<file path="config.mk">
export PLATFORM = sky130hd
export DESIGN_NAME = ad9253_lane_train_sched
export DESIGN_NICKNAME = d
export VERILOG_FILES = /design/src/rtl/ad9253_lane_train_sched.sv
export SDC_FILE = /design/constraint.sdc
export NUM_CORES = 1
export LEC_CHECK = 0
export BUFFER_PORTS_ARGS = -buffer_cell sky130_fd_sc_hd__buf_4
export CORE_ASPECT_RATIO = 1.2
export CORE_MARGIN = 5
export CORE_UTILIZATION = 30
export CTS_CLUSTER_DIAMETER = 150
export DETAILED_ROUTE_END_ITERATION = 6
export GPL_TIMING_DRIVEN = 0
export SLEW_MARGIN = 20
export SYNTH_ARGS = -nofsm -noshare
export SYNTH_HDL_FRONTEND = slang
export SYNTH_SLANG_ARGS = --single-unit
</file>
<file path="constraint.sdc">
create_clock -name clk -period 2.4 [get_ports clk]
set_input_delay 0.24 -clock clk [delete_from_list [all_inputs] [get_ports clk]]
set_output_delay 0.24 -clock clk [all_outputs]
set_load 0.1 [all_outputs]
</file>
<file path="src/rtl/ad9253_lane_train_sched.sv">
// Releases one AD9253 lane alignment controller at a time, with timeout/retry,
// holds trained lanes enabled and re-trains any lane that later loses lock.
`timescale 1ns/1ps
module ad9253_lane_train_sched #(
    parameter int          N_LANE      = 8,
    parameter int          LANE_W      = 3,
    parameter int          SETTLE_CYC  = 64,
    parameter logic [31:0] TIMEOUT_CYC = 32'd200_000_000,
    parameter int          MAX_RETRY   = 3
) (
    input  logic              clk,
    input  logic              rst,
    input  logic              cfg_rdy,
    input  logic              restart,
    input  logic [N_LANE-1:0] lane_train_cpl,
    output logic [N_LANE-1:0] lane_en,
    output logic [LANE_W-1:0] cur_lane,
    output logic              busy,
    output logic              all_done,
    output logic [N_LANE-1:0] lane_ok,
    output logic [N_LANE-1:0] lane_fail,
    output logic [7:0]        relock_cnt
);

    typedef enum logic [2:0] {IDLE, SETTLE, RUN, NEXT, DONE} state_t;

    localparam logic [31:0]       SETTLE_LAST  = 32'(SETTLE_CYC - 1);
    localparam logic [31:0]       TIMEOUT_LAST = TIMEOUT_CYC - 32'd1;
    localparam logic [7:0]        RETRY_MAX    = 8'(MAX_RETRY);
    localparam logic [LANE_W-1:0] LAST_LANE    = LANE_W'(N_LANE - 1);

    state_t              state_q, state_d;
    logic [LANE_W-1:0]   cur_lane_q, cur_lane_d;
    logic [7:0]          retry_q, retry_d;
    logic [31:0]         timer_q, timer_d;
    logic [N_LANE-1:0]   lane_ok_q, lane_ok_d;
    logic [N_LANE-1:0]   lane_fail_q, lane_fail_d;
    logic [7:0]          relock_cnt_q, relock_cnt_d;
    logic                retrain_q, retrain_d;

    logic [N_LANE-1:0]   lost_lock;
    logic                relock_hit;
    logic [LANE_W-1:0]   relock_idx;

    always_comb begin
        state_d      = state_q;
        cur_lane_d   = cur_lane_q;
        retry_d      = retry_q;
        timer_d      = timer_q;
        lane_ok_d    = lane_ok_q;
        lane_fail_d  = lane_fail_q;
        relock_cnt_d = relock_cnt_q;
        retrain_d    = retrain_q;

        // Lowest-index held lane that has lost lock wins the re-train slot.
        lost_lock  = lane_ok_q & ~lane_train_cpl;
        relock_hit = 1'b0;
        relock_idx = '0;
        for (int i = N_LANE - 1; i >= 0; i--) begin
            if (lost_lock[i]) begin
                relock_hit = 1'b1;
                relock_idx = LANE_W'(i);
            end
        end

        if (!cfg_rdy || restart) begin
            state_d     = IDLE;
            cur_lane_d  = '0;
            retry_d     = '0;
            timer_d     = '0;
            lane_ok_d   = '0;
            lane_fail_d = '0;
            retrain_d   = 1'b0;
        end else begin
            case (state_q)
                IDLE: begin
                    state_d    = SETTLE;
                    cur_lane_d = '0;
                    retry_d    = '0;
                    timer_d    = '0;
                end
                SETTLE: begin
                    if (timer_q == SETTLE_LAST) begin
                        state_d = RUN;
                        timer_d = '0;
                    end else begin
                        timer_d = timer_q + 32'd1;
                    end
                end
                RUN: begin
                    timer_d = timer_q + 32'd1;
                    if (lane_train_cpl[cur_lane_q]) begin
                        lane_ok_d[cur_lane_q] = 1'b1;
                        state_d               = NEXT;
                    end else if (timer_q == TIMEOUT_LAST) begin
                        timer_d = '0;
                        if (retry_q < RETRY_MAX) begin
                            retry_d = retry_q + 8'd1;
                            state_d = SETTLE;
                        end else begin
                            lane_fail_d[cur_lane_q] = 1'b1;
                            state_d                 = NEXT;
                        end
                    end
                end
                NEXT: begin
                    timer_d = '0;
                    if (retrain_q || cur_lane_q == LAST_LANE) begin
                        state_d   = DONE;
                        retrain_d = 1'b0;
                    end else begin
                        cur_lane_d = cur_lane_q + LANE_W'(1);
                        retry_d    = '0;
                        state_d    = SETTLE;
                    end
                end
                DONE: begin
                    if (relock_hit) begin
                        lane_ok_d[relock_idx] = 1'b0;
                        cur_lane_d            = relock_idx;
                        retry_d               = '0;
                        timer_d               = '0;
                        retrain_d             = 1'b1;
                        state_d               = SETTLE;
                        if (relock_cnt_q != 8'hFF) begin
                            relock_cnt_d = relock_cnt_q + 8'd1;
                        end
                    end
                end
                default: state_d = IDLE;
            endcase
        end
    end

    always_ff @(posedge clk or posedge rst) begin
        if (rst) begin
            state_q      <= IDLE;
            cur_lane_q   <= '0;
            retry_q      <= '0;
            timer_q      <= '0;
            lane_ok_q    <= '0;
            lane_fail_q  <= '0;
            relock_cnt_q <= '0;
            retrain_q    <= 1'b0;
        end else begin
            state_q      <= state_d;
            cur_lane_q   <= cur_lane_d;
            retry_q      <= retry_d;
            timer_q      <= timer_d;
            lane_ok_q    <= lane_ok_d;
            lane_fail_q  <= lane_fail_d;
            relock_cnt_q <= relock_cnt_d;
            retrain_q    <= retrain_d;
        end
    end

    // Enables decode flops only, so no input can glitch a lane controller.
    generate
        for (genvar gi = 0; gi < N_LANE; gi++) begin : g_lane_en
            assign lane_en[gi] = lane_ok_q[gi] |
                                 ((state_q == RUN) && (cur_lane_q == LANE_W'(gi)));
        end
    endgenerate

    assign cur_lane   = cur_lane_q;
    assign busy       = (state_q == SETTLE) || (state_q == RUN) || (state_q == NEXT);
    assign all_done   = (state_q == DONE);
    assign lane_ok    = lane_ok_q;
    assign lane_fail  = lane_fail_q;
    assign relock_cnt = relock_cnt_q;

endmodule

</file>
==> impl_metrics.py, run 1 <==
metrics = {
    "synth": {
        "synthArstFlopShare_pct": 100,
        "ys_top_cells_by_count": "75 x nand2_1, 71 x dfrtp_1, 46 x nand3_1, 23 x nor2_1, 16 x o311ai_0",
        "postSynthCellCount": 465,
        "yosys-top-cells-area": "dfrtp_1 42%, nand2_1 6.7%, nand3_1 5.5%, o311ai_0 3.3%, ha_1 2.7%",
        "syn_avg_cell_area_um2": 9.00,
        "synth_edf_count": 0,
        "ys_types": 58,
        "yosys.area.top_type": "dfrtp_1",
        "synth_flop_cell": "dfrtp_1",
        "synth_top_area_share_pct": 42.5,
        "synthesis.area_um2": 4190,
        "synth_seq_cells": 71,
        "seq_area_frac_synth_pct": 42.5,
        "synth.most_common_cell": "nand2_1",
        "yosys_warnings": 0,
        "synth_nets": 486,
    },
    "routing": {
        "wl_per_cell_um": 17.0,
        "ant_nets": 0,
        "drt_iter0_markers": 343,
        "vias_per_cell": 5.50,
        "drc_errors": 0,
        "wirelength_um": 12000,
        "vias": 3885,
        "first_pass_iters": 5,
    },
    "clock_tree": {
        "cts_tree": "built",
        "htreeDepth": 3,
        "clock_sinks": 71,
        "path_clk_slew_ns": 0.06,
        "cts_root_buffer": "clkbuf_16",
        "clk_path_buf_depth": 2,
        "cts_buffers": 9,
        "clock_latency_ns": 0.34,
    },
    "pwr": {
        "power_density_nw_per_um2": 553,
        "power_leakage_nw": 2.24,
        "peakVddDrop_mv": 0.292,
    },
    "grt": {
        "grt_remaining_overflow": 0,
        "grt_pass1_wl_um": 19800,
        "antenna_found_initial": 0,
        "grt_usage_pct": 14.5,
        "grt_max_degree": 46,
        "grt_pass1_vias": 3749,
    },
    "setup_path": {
        "regToRegEndpoint": "timer_q[16]",
        "cp-endpoint": "timer_q[16]",
        "cpPeakStageDelay_ns": 0.51,
        "path_cells": "nand4_1 -> nor4_4 -> buf_4 -> nand3_1 -> and3_1 -> o31ai_1 -> o31ai_1",
        "rrSetupSlack_ns": 0.09,
        "cp.arrival_ns": 2.52,
        "path_class": "flop to flop",
        "crit_path_top_delay_cell": "nor4_4",
        "critPathMaxFanout": 7,
        "cp-start-kind": "flop",
        "critPathMostFrequentCell": "o31ai_1",
        "crit_start": "timer_q[7]",
        "worstPathRequired_ns": 2.61,
        "reg2reg_depth": 7,
        "r2r-start": "timer_q[7]",
        "cp-end-kind": "flop",
    },
    "final_layout": {
        "n_fill_cell": 1372,
        "layout-drive-gt1-share_pct": 24.1,
        "final_util_pct": 38.7,
        "n_antenna_cell": 0,
        "syn2layout_area_growth_pct": 27.1,
        "nNetsFinal": 551,
    },
    "floorplanning": {
        "die_y_um": 139,
        "coreArea_um2": 13800,
        "start_util_pct": 30.4,
        "rows": 47,
        "die_width_um": 118,
        "die-area_um2": 16400,
        "ioPinCount": 49,
    },
    "sta": {
        "worst_pin_slew_ns": 0.515,
        "relSlewSlack_pct": 65.7,
        "finalHoldViolCount": 0,
        "fin_setup_tns_ns": 0,
        "period_needed_ns": 2.31,
        "clock_skew_ns": 0.00619,
        "clock.fmax_ghz": 0.433,
        "setup_viol": 0,
        "fin_ws_ns": 0.0920,
        "finalCritPeriodShare_pct": 96.2,
        "drv_slew": 0,
    },
    "job": {
        "drv_cap": 0,
    },
    "hold_path": {
        "hp-class": "input port to flop",
    },
    "placement": {
        "dp_hpwl_um": 8710,
        "gp_congestion": 0.892,
        "portBuffers": 48,
        "dpl_worst_slack_ns": -0.217,
    },
    "run_status": {
        "status": "complete, no violations",
    },
}
## power by group
group          total [mW]  internal [mW]  switching [mW]
sequential           1.21           1.20         0.00540
clock                1.57           1.04           0.524
combinational       0.167         0.0535           0.114
total                2.94           2.30           0.643
## stage by stage
step / area (µm²) / hold WS (ns) / cells / power (mW)
2_1_floorplan: 4210 / 0.445 / 465 / 1.33
3_3_place_gp: 4790 / 0.463 / 684 / 1.38
3_5_place_dp: 4820 / 0.262 / 685 / 1.39
4_1_cts: 5190 / 0.380 / 702 / 2.96
5_1_grt: 5320 / 0.418 / 706 / 3.04
6_report: 5320 / 0.382 / 706 / 2.94
## registers in the layout (all words and copies together), names as in the netlist
signal      cells
state_q         3
timer_q        32
lane_ok         8
retrain_q       1
relock_cnt      8
lane_fail       8
cur_lane        3
retry_q         8
## per-layer routing
layer	global-route usage (%)	wire, µm	part of all wire [%]
met5	0	0	0
met4	4.89	215	1.8
met3	4.14	688	5.7
met2	24.4	6000	50
met1	17.9	5080	42
## how the worst min path moves through the flow
stage	cells past startpoint	slack, ns	startpoint	end
floorplan	1	0.44	retry_q[5]	retry_q[5]
global placement	1	0.46	retry_q[5]	retry_q[5]
detailed placement	2	0.26	rst	relock_cnt[4]
CTS	4	0.38	lane_train_cpl[0]	lane_ok[0]
global route	4	0.42	lane_train_cpl[2]	lane_ok[2]
finish	4	0.38	lane_train_cpl[0]	lane_ok[0]
## critical path: cells and delay by family (launching register included)
family / cells / cell delay, ns
simple gates: 4 / 1.20
flops: 1 / 0.45
compound gates: 2 / 0.35
buf+inv: 1 / 0.18
## final cells by class
type / instances / area (µm²) / share of cell area (%)
plain buffers: 22 / 121 / 2.28
clock buffers: 11 / 243 / 4.56
clock inverters: 5 / 105 / 1.98
inverters: 12 / 51.3 / 0.964
multi-input cells: 359 / 2360 / 44.3
flip-flops and latches: 71 / 1790 / 33.6
well taps: 171 / 214 / 4.02
repair buffers: 55 / 439 / 8.25
## kinds of logic (layout without fill, tap and decap cells)
logic type / after synthesis / in the layout / share of synthesized area [%]
and+or+nand+nor: 237 / 237 / 29.1
AOI/OAI and AO/OA: 100 / 100 / 18.4
DFF: 71 / 71 / 42.5
buffers and inverters: 35 / 105 / 3.68
adders and majority gates: 9 / 9 / 2.69
xor gates and xnor gates: 7 / 7 / 1.46
muxes: 6 / 6 / 2.18
## placed cells by master (no fill, tap or decap), drive strengths merged, types with 4 or more instances in the layout
| master | instances |
|---|---|
| nand2 | 75 |
| nand3 | 46 |
| and3 | 9 |
| a21o | 7 |
| dfrtp | 71 |
| nor2b | 7 |
| or2 | 9 |
| o21ai | 15 |
| buf | 67 |
| nor4 | 10 |
| a31oi | 5 |
| ha | 9 |
| or3 | 6 |
| o31ai | 9 |
| inv | 11 |
| a211oi | 5 |
| nor2 | 23 |
| nor3 | 7 |
| nand4 | 14 |
| o211ai | 4 |
| nand2b | 11 |
| clkbuf | 20 |
| o311ai | 24 |
| a311oi | 4 |
| and2 | 11 |
| a21oi | 9 |
| xnor2 | 6 |
## timing repair
action / in CTS / in global routing
pin swaps: 1 / 2
setup buffers: 0 / 5
hold endpoints to repair: 26 / 0
gates resized for setup: 7 / 27
hold buffers: 1 / 0
endpoints found under the setup margin: 24 / 45
Note: power is estimated with default switching activity, not from simulation.
==> inputs of run 2 (changes only) <==
--- a/config.mk
+++ b/config.mk
@@ -5,6 +5,7 @@
 export SDC_FILE = /design/constraint.sdc
 export NUM_CORES = 1
 export LEC_CHECK = 0
+export ABC_AREA = 1
 export BUFFER_PORTS_ARGS = -buffer_cell sky130_fd_sc_hd__buf_4
 export CORE_ASPECT_RATIO = 1.2
 export CORE_MARGIN = 5
==> impl_metrics.py, run 2 <==
metrics = {
    "hold_path": {
        "min_from": "restart",
        "hp-class": "input port to flop",
        "hold_path_end": "cur_lane[0]",
        "holdPathStages": 6,
    },
    "final_layout": {
        "mostFrequentLayoutCells": "201 x nand2_1, 119 x nor2_1, 91 x inv_1",
        "n_fill_cell": 1704,
        "final_common_cell": "nand2_1",
        "largest_reg_flops": 32,
        "final_area_um2": 5880,
        "nNetsFinal": 792,
        "layout.area.seq_um2": 1780,
        "n_antenna_cell": 0,
        "layout-drive-gt1-share_pct": 15.6,
        "largest_register": "timer_q",
        "multi_input_comb_area_um2": 2620,
        "syn2layout_area_growth_pct": 22.1,
        "layout.cells.non_filler": 984,
    },
    "routing": {
        "first_pass_iters": 5,
        "drc_errors": 0,
        "wl_per_cell_um": 13.8,
        "vias": 4604,
        "drt_iter0_markers": 279,
        "ant_nets": 0,
        "wirelength_um": 13600,
        "vias_per_cell": 4.68,
    },
    "setup_path": {
        "critPathMaxFanout": 10,
        "regToRegEndpoint": "timer_q[5]",
        "r2r-start": "timer_q[0]",
        "cp-end-kind": "output pin",
        "worstPathRequired_ns": 2.16,
        "rrSetupSlack_ns": 0.31,
        "reg2reg_depth": 13,
        "cp.arrival_ns": 2.01,
        "path_class": "flop to output pin",
        "cp-start-kind": "flop",
    },
    "synth": {
        "seq_area_frac_synth_pct": 36.9,
        "ys_types": 37,
        "synthesis.area_um2": 4820,
        "synth.most_common_cell": "nand2_1",
        "postSynthCellCount": 710,
        "synth_flop_cell": "dfrtp_1",
        "synth_seq_cells": 71,
        "ys_top_cells_by_count": "201 x nand2_1, 119 x nor2_1, 92 x inv_1, 71 x dfrtp_1, 54 x nand3_1",
        "synthArstFlopShare_pct": 100,
        "synth_top_area_share_pct": 36.9,
        "synth_nets": 731,
        "yosys-top-cells-area": "dfrtp_1 37%, nand2_1 16%, nor2_1 9.3%, inv_1 7.2%, nand3_1 5.6%",
        "syn_avg_cell_area_um2": 6.78,
        "yosys_warnings": 0,
        "yosys.area.top_type": "dfrtp_1",
        "synth_edf_count": 0,
    },
    "sta": {
        "rsz0062_at_grt": "false",
        "clock_skew_ns": 0.00871,
        "relSlewSlack_pct": 66.5,
        "worst_pin_slew_ns": 0.503,
        "clock.fmax_ghz": 0.444,
        "finalCritPeriodShare_pct": 93.9,
        "drv_slew": 0,
        "setup_viol": 0,
        "period_needed_ns": 2.25,
        "finalHoldViolCount": 0,
        "hold_slack_ns": 0.294,
        "fin_setup_tns_ns": 0,
    },
    "floorplanning": {
        "ioPinCount": 49,
        "die_y_um": 149,
        "rows": 50,
        "coreArea_um2": 15700,
        "die_width_um": 126,
        "die-area_um2": 18700,
        "start_util_pct": 30.7,
    },
    "job": {
        "drv_cap": 0,
    },
    "pwr": {
        "peakVddDrop_mv": 0.294,
        "power_density_nw_per_um2": 503,
        "total_power_mw": 2.96,
        "power_leakage_nw": 2.75,
    },
    "clock_tree": {
        "clock_latency_ns": 0.35,
        "htreeDepth": 3,
        "cts_root_buffer": "clkbuf_16",
        "clock_sinks": 71,
        "path_clk_slew_ns": 0.06,
        "clk_path_buf_depth": 2,
        "postCtsSetupBuffers": 0,
        "cts_tree": "built",
        "cts_buffers": 9,
    },
    "grt": {
        "grt_pass1_vias": 4438,
        "antenna_found_initial": 0,
        "grt_pass1_wl_um": 22100,
        "grt_usage_pct": 14.7,
        "grt_remaining_overflow": 0,
        "grt_max_degree": 53,
    },
    "placement": {
        "dp_hpwl_um": 10600,
        "postPlaceCellArea_um2": 5530,
        "placed_cells": 967,
        "portBuffers": 48,
        "gp_congestion": 0.945,
    },
    "run_status": {
        "status": "complete, no violations",
    },
}
==> run 2: cell types whose count changed after synthesis, sizes merged, moves of 13 or more <==
cell / delta
o21ai: +20
xor2: +16
nand2: +132
clkbuf: -13
inv: +86
o311ai: -24
nor2: +110
==> run 2: worst max-delay path, stage by stage, from the launching register on <==
cell and delay [ns]:
dfrtp_1 0.41, inv_1 0.08, nand2_1 0.07, inv_1 0.13
nand2_1 0.16, clkbuf_4 0.28, o31ai_4 0.20, buf_4 0.32
==> run 2: layer usage <==
layer  GRT usage (%)  wire length (µm)  vias to the layer above
li1                -                 -                     2353
met4            6.94               468                        0
met5               0                 0                        -
met2            24.7              6560                      124
met3            3.58               707                       41
met1            17.6              5830                     2086
==> run 2: per-stage QoR <==
step	setup WS, ns	util [%]
3_5_place_dp	0.208	35.2
3_3_place_gp	-0.857	35.0
2_1_floorplan	0.0390	-
4_1_cts	0.103	37.4
5_1_grt	0.00137	37.5
6_report	0.146	37.5
==> run 2: worst max path at each step <==
stage | startpoint | to | slack [ns]
after floorplan | cur_lane[0] | lane_en[6] | 0.04
after global placement | rst | cur_lane[1] | -0.86
final | state_q[2] | lane_en[4] | 0.15
after global routing | timer_q[0] | timer_q[5] | 0.001
after detailed placement | state_q[2] | lane_en[0] | 0.21
after CTS | state_q[2] | lane_en[2] | 0.10
==> run 2: logic make-up after synthesis <==
family / after synthesis / share of synthesized area (%)
AND/OR/NAND/NOR: 428 / 38.2
flip-flops: 71 / 36.9
AO/OA/AOI/OAI: 65 / 8.08
multiplexers: 1 / 0.234
buffers and inverters: 112 / 9.85
XOR/XNOR: 24 / 4.36
adder cells (fa/ha/maj): 9 / 2.34
==> run 2: power by group <==
part | switching [mW] | internal (mW) | leakage (nW)
combinational | 0.193 | 0.0697 | 1.60
sequential | 0.00696 | 1.20 | 0.984
clock | 0.562 | 0.924 | 0.158
total | 0.763 | 2.20 | 2.75
==> run 2: what timing repair did <==
action,4_1_cts,5_1_grt
endpoints found under the hold margin,19,0
resized for setup,2,2
hold buffers,1,0
setup endpoints to repair,5,2
==> run 2: cell type report <==
type	count	share of cell area [%]
Multi-Input combinational cell	527	44.6
Sequential cell	71	30.3
Timing Repair Buffer	50	6.89
Inverter	98	6.30
Tap cell	208	4.43
Clock buffer	9	3.83
Buffer	14	1.87
Clock inverter	7	1.79
